<file path="src/rtl/cpu_mem_pkg.sv">
// Shared definitions for the unified-memory arbiter: FSM state encoding,
// owner codes and the access latency counter width.
package cpu_mem_pkg;

  typedef enum logic [1:0] {
    ST_IDLE   = 2'b00,
    ST_ACCESS = 2'b01,
    ST_DONE   = 2'b10
  } state_t;

  localparam logic OWN_IF = 1'b0;
  localparam logic OWN_DM = 1'b1;

  // Wide enough for MEM_LAT-1 with MEM_LAT up to 15.
  localparam int CNT_W = 4;

  // Counter reload value for a given memory latency.
  function automatic logic [CNT_W-1:0] lat_load(input int lat);
    return CNT_W'(lat - 1);
  endfunction

endpackage

</file>
<file path="src/rtl/mem_arb_pick.sv">
// Combinational winner select between the fetch (IF) and data (DM) ports.
// Optional feature macro: ARB_RR_EN (round-robin on ties; otherwise DM wins).
module mem_arb_pick
  import cpu_mem_pkg::*;
(
  input  logic if_req,
  input  logic dm_req,
  input  logic last_owner,
  output logic owner,
  output logic any
);

`ifdef ARB_RR_EN
  // Round-robin: on a tie the port that did not own the last access wins.
  always_comb begin
    any   = if_req | dm_req;
    owner = OWN_IF;
    if (if_req && dm_req) begin
      owner = (last_owner == OWN_IF) ? OWN_DM : OWN_IF;
    end else if (dm_req) begin
      owner = OWN_DM;
    end else begin
      owner = OWN_IF;
    end
  end
`else
  // Fixed priority has no history; the flag is intentionally ignored.
  logic unused_last_owner_s;
  assign unused_last_owner_s = last_owner;

  // Fixed priority: data port beats fetch port on a tie.
  always_comb begin
    any   = if_req | dm_req;
    owner = OWN_IF;
    if (dm_req) begin
      owner = OWN_DM;
    end else begin
      owner = OWN_IF;
    end
  end
`endif

endmodule

</file>
<file path="src/rtl/mem_arbiter.sv">
// Arbiter sharing one single-port memory between the CPU fetch port (IF)
// and data port (DM). One access at a time: IDLE -> ACCESS (MEM_LAT cycles)
// -> DONE (valid pulse) -> IDLE.
// Optional feature macro: ARB_RR_EN (round-robin tie breaking).
module mem_arbiter
  import cpu_mem_pkg::*;
#(
  parameter int MEM_LAT = 2,
  parameter int AW      = 32,
  parameter int DW      = 32
) (
  input  logic          clk,
  input  logic          reset,
  input  logic          if_req,
  input  logic [AW-1:0] if_addr,
  output logic          if_gnt,
  output logic          if_valid,
  output logic [DW-1:0] if_rdata,
  input  logic          dm_req,
  input  logic          dm_we,
  input  logic [AW-1:0] dm_addr,
  input  logic [DW-1:0] dm_wdata,
  output logic          dm_gnt,
  output logic          dm_valid,
  output logic [DW-1:0] dm_rdata,
  output logic          mem_en,
  output logic          mem_we,
  output logic [AW-1:0] mem_addr,
  output logic [DW-1:0] mem_wdata,
  input  logic [DW-1:0] mem_rdata,
  output logic          busy
);

  localparam logic [CNT_W-1:0] LAT_LOAD = lat_load(MEM_LAT);

  state_t          state_r;
  state_t          state_nxt_s;
  logic            owner_r;
  logic [AW-3:0]   word_addr_r;
  logic            we_r;
  logic [DW-1:0]   wdata_r;
  logic [CNT_W-1:0] cnt_r;
  logic [DW-1:0]   if_rdata_r;
  logic [DW-1:0]   dm_rdata_r;
  logic            last_owner_s;
  logic            pick_owner_s;
  logic            pick_any_s;
  logic            grant_s;
  logic            done_cap_s;

  // Byte-offset bits never reach the memory; the access is word aligned.
  logic unused_addr_lsb_s;
  assign unused_addr_lsb_s = ^{if_addr[1:0], dm_addr[1:0]};

  mem_arb_pick u_pick (
    .if_req     (if_req),
    .dm_req     (dm_req),
    .last_owner (last_owner_s),
    .owner      (pick_owner_s),
    .any        (pick_any_s)
  );

`ifdef ARB_RR_EN
  logic last_owner_r;

  // Remember who was granted last so ties alternate; reset favours DM first.
  always_ff @(posedge clk or negedge reset) begin
    if (!reset) begin
      last_owner_r <= OWN_IF;
    end else if (grant_s) begin
      last_owner_r <= pick_owner_s;
    end
  end

  assign last_owner_s = last_owner_r;
`else
  assign last_owner_s = OWN_IF;
`endif

  // FSM state register; reset abandons any in-flight access.
  always_ff @(posedge clk or negedge reset) begin
    if (!reset) begin
      state_r <= ST_IDLE;
    end else begin
      state_r <= state_nxt_s;
    end
  end

  // Next-state and output decode; grants are suppressed while reset is low.
  always_comb begin
    state_nxt_s = state_r;
    grant_s     = 1'b0;
    done_cap_s  = 1'b0;
    if_gnt      = 1'b0;
    dm_gnt      = 1'b0;
    if_valid    = 1'b0;
    dm_valid    = 1'b0;
    mem_en      = 1'b0;
    mem_we      = 1'b0;
    mem_addr    = {AW{1'b0}};
    mem_wdata   = {DW{1'b0}};
    busy        = 1'b0;
    case (state_r)
      ST_IDLE: begin
        if (pick_any_s && reset) begin
          grant_s     = 1'b1;
          if_gnt      = (pick_owner_s == OWN_IF);
          dm_gnt      = (pick_owner_s == OWN_DM);
          state_nxt_s = ST_ACCESS;
        end else begin
          state_nxt_s = ST_IDLE;
        end
      end
      ST_ACCESS: begin
        busy      = 1'b1;
        mem_en    = 1'b1;
        mem_we    = we_r;
        mem_addr  = {word_addr_r, 2'b00};
        mem_wdata = wdata_r;
        if (cnt_r == {CNT_W{1'b0}}) begin
          done_cap_s  = 1'b1;
          state_nxt_s = ST_DONE;
        end else begin
          state_nxt_s = ST_ACCESS;
        end
      end
      ST_DONE: begin
        busy        = 1'b1;
        if_valid    = (owner_r == OWN_IF);
        dm_valid    = (owner_r == OWN_DM);
        state_nxt_s = ST_IDLE;
      end
      default: begin
        state_nxt_s = ST_IDLE;
      end
    endcase
  end

  // Capture the winning request at grant and count down the access latency.
  always_ff @(posedge clk or negedge reset) begin
    if (!reset) begin
      owner_r     <= OWN_IF;
      word_addr_r <= {(AW-2){1'b0}};
      we_r        <= 1'b0;
      wdata_r     <= {DW{1'b0}};
      cnt_r       <= {CNT_W{1'b0}};
    end else if (grant_s) begin
      owner_r     <= pick_owner_s;
      word_addr_r <= (pick_owner_s == OWN_DM) ? dm_addr[AW-1:2] : if_addr[AW-1:2];
      we_r        <= (pick_owner_s == OWN_DM) & dm_we;
      wdata_r     <= (pick_owner_s == OWN_DM) ? dm_wdata : {DW{1'b0}};
      cnt_r       <= LAT_LOAD;
    end else if ((state_r == ST_ACCESS) && (cnt_r != {CNT_W{1'b0}})) begin
      cnt_r <= cnt_r - CNT_W'(1);
    end
  end

  // Per-port read data; holds until that port completes another access.
  always_ff @(posedge clk or negedge reset) begin
    if (!reset) begin
      if_rdata_r <= {DW{1'b0}};
      dm_rdata_r <= {DW{1'b0}};
    end else if (done_cap_s) begin
      if (owner_r == OWN_IF) begin
        if_rdata_r <= mem_rdata;
      end else begin
        dm_rdata_r <= we_r ? {DW{1'b0}} : mem_rdata;
      end
    end
  end

  assign if_rdata = if_rdata_r;
  assign dm_rdata = dm_rdata_r;

endmodule

</file>
<file path="config.mk">
export PLATFORM = sky130hd
export DESIGN_NAME = mem_arbiter
export DESIGN_NICKNAME = d
export VERILOG_FILES = /design/src/rtl/cpu_mem_pkg.sv /design/src/rtl/mem_arb_pick.sv /design/src/rtl/mem_arbiter.sv
export SDC_FILE = /design/constraint.sdc
export NUM_CORES = 1
export LEC_CHECK = 0
export CAP_MARGIN = 15
export CELL_PAD_IN_SITES_DETAIL_PLACEMENT = 0
export CELL_PAD_IN_SITES_GLOBAL_PLACEMENT = 1
export CORE_ASPECT_RATIO = 2
export CORE_MARGIN = 2
export CORE_UTILIZATION = 25
export DETAILED_ROUTE_END_ITERATION = 10
export GPL_ROUTABILITY_DRIVEN = 1
export PLACE_DENSITY = 0.66
export SYNTH_ARGS = -nofsm -noshare
export SYNTH_HDL_FRONTEND = slang
export SYNTH_HIERARCHICAL = 1
export SYNTH_SLANG_ARGS = --single-unit
</file>
<file path="constraint.sdc">
create_clock -name clk -period 3.2 [get_ports clk]
set_input_delay 0.96 -clock clk [delete_from_list [all_inputs] [get_ports clk]]
set_output_delay 0.96 -clock clk [all_outputs]
set_load 0.005 [all_outputs]
</file>
==> reports/results.ini <==
[status]
status = finished clean

[layout]
fin_area_um2 = 9810
fillCellCount = 2490
drive_above_1_share_pct = 14.2
antennaDiodeCount = 0
multi_input_area_um2 = 2660
final_common_cell = clkdlybuf4s50_1
nNetsFinal = 948
fin_cells = 1156
final_cell_mix = clkdlybuf4s50_1, dfrtp_1, nand2_1
ff_latch_area_um2 = 3350
syn_to_final_growth_pct = 56.9

[worst_setup_path]
worst_path_largest_cell_delay_ps = 400
worst_setup_path_end_kind = primary output
critical_path_class = primary input to primary output
worstPathCellList = clkdlybuf4s50_1 -> or2_4 -> and3_4 -> and2_4 -> dlygate4sd2_1
cp_max_fo = 2
required_ps = 2240
slowest_stage = clkdlybuf4s50_1
crit_arrival_ps = 2200
cp-start-kind = primary input

[timing]
report.final.setup_viol = 0
worst_pin_slew_ps = 930
maxSlewViolCount = 0
finalHoldViolations = 0
fmax_mhz = 317
finalCritPeriodShare_pct = 98.6
rsz0062_at_grt = false
skew_ps = 6.64
fin_crit_ps = 3160
maxSlewHeadroom_pct = 38.0

[floorplanning]
coreArea_um2 = 24500
floorplan.initialDensity_pct = 25.5
die_y_um = 228
rows = 81
fp.dieArea_um2 = 26400
io_pins = 268
die_width_um = 116

[clocking]
cts_num_sinks = 134
cts_buffers = 17
insertion_delay_ps = 440
cts_max_path_buffers = 2
cts_tree = built
root_buffer = clkbuf_16
clkTransAtPathRegs_ps = 60
post_cts_buffers = 0
postCtsHoldBufs = 0
h-tree-depth = 4

[drt]
postRouteAntennaNets = 0
drc = 0
drt_iter0_drc = 160
vias = 4851
viasPerCell = 4.20
wl_per_cell_um = 17.1
dr.pass1.iters = 6
finalWirelength_um = 19800

[flow_run]
cap_violations = 0

[placed_design]
gp_congestion = 0.732
place.port_buffers = 261
placed_cell_area_um2 = 9170
dp_cells = 1123
dp.final_hpwl_um = 13600

[global_routing]
grt_pass1_vias = 5040
grt_use_total_pct = 15.3
grt-ovfl-total = 0
grt_max_degree = 119
antenna_found_initial = 0
grt_pass1_wl_um = 29500

[synthesis]
yosysSeqAreaShare_pct = 53.6
netlist_area_um2 = 6250
synthCells = 559
ys_types = 32
yosys_warnings = 6
ys_seq_elements = 134
syn_area_per_cell_um2 = 11.2

[pwr]
ir_drop_v = 0.000353
leakage_nw = 4.31
power.density_nw_per_um2 = 910

[hold_path]
hold_path.class = flip-flop to flip-flop

report_power, final:
part | switching (mW) | internal (mW) | leakage, nW
Sequential | 0.414 | 2.53 | 1.64
Clock | 0.808 | 1.23 | 0.278
Combinational | 1.54 | 2.40 | 2.39
Yosys cell counts, drive strengths merged:
master  count  area (um^2)
a31oi       1         6.26
nor2        3         11.3
or2         1         6.26
nor4b       1         8.76
buf        15          151
and4bb      1         16.3
a21oi       2         10.0
or3b        1         8.76
mux2       64          833
clkbuf     26         97.6
nor2b      34          220
o21ai      31          155
conb        1         3.75
ha          4         50.1
nand3      34          170
and2       65          407
a21boi      1         7.51
inv         4         15.0
dfrtp     134         3350
nand4b      1         8.76
and3        2         12.5
a21o        1         7.51
mux2i      31          310
nand2     101          382
cell families (layout without fill, tap and decap cells):
group           Yosys count  after routing  share of synthesized area [%]
fa+ha+maj                 4              4                          0.801
buf+inv                  45            309                           4.22
simple gates            244            244                           20.0
flops                   134            134                           53.6
compound gates           36             36                           2.98
mux                      95             95                           18.3
other cells               1              2                         0.0600
state kept, by name, summed over array words and instances (netlist names):
| name | count |
|---|---|
| wdata_r | 32 |
| if_rdata | 32 |
| cnt_r | 4 |
| we_r | 1 |
| owner_r | 1 |
| word_addr_r | 30 |
| state_r | 2 |
| dm_rdata | 32 |
area by class of cell:
class / instances / area share, %
clock buffers: 17 / 4.34
clock inverters: 15 / 1.84
inverters: 4 / 0.153
multi-input cells: 381 / 27.2
flip-flops and latches: 134 / 34.2
well taps: 332 / 4.24
repair buffers: 273 / 28.1
layer usage:
layer  vias to the layer above  global-route usage [%]  share of wire [%]  routed length, um
met3                        18                    4.56                5.2               1040
met4                         0                    5.84                2.1                413
met2                       164                    29.1                 59              11700
met5                         -                       0                  0                  0
met1                      2327                    15.3                 34               6690
li1                       2342                       -                  -                  -
through the flow:
step	utilization [%]	hold slack [ps]	power (mW)	TNS (ps)	worst slack (ps)
2_1_floorplan	-	430	4.65	0	278
3_3_place_gp	37.4	440	6.89	-466	-236
3_5_place_dp	37.4	447	6.94	-444	-223
4_1_cts	39.9	461	9.06	-14.2	-14.2
5_1_grt	40.0	482	9.58	0	21.3
6_report	40.0	455	8.92	0	44.8
critical path, delay by kind of cell:
kind | cells | cell delay (ps)
buf+inv | 2 | 660
simple gates | 3 | 580
final timing paths:
kind,depth (start not counted),slack [ps],to,start
min,2,460,wdata_r[30],wdata_r[30]
max,5,40,dm_gnt,if_req
max in group asynchronous,2,2020,word_addr_r[16],reset
min in group asynchronous,2,500,wdata_r[9],reset
min reg2reg,2,460,wdata_r[30],wdata_r[30]
max reg2reg,6,830,dm_rdata[5],state_r[1]
timing repair:
item | in CTS | in global routing
gates resized for setup | 3 | 2
endpoints found under the setup margin | 2 | 9
endpoints found under the hold margin | 0 | 0
cloned | 0 | 1
Note: power is estimated with default switching activity, not from simulation.
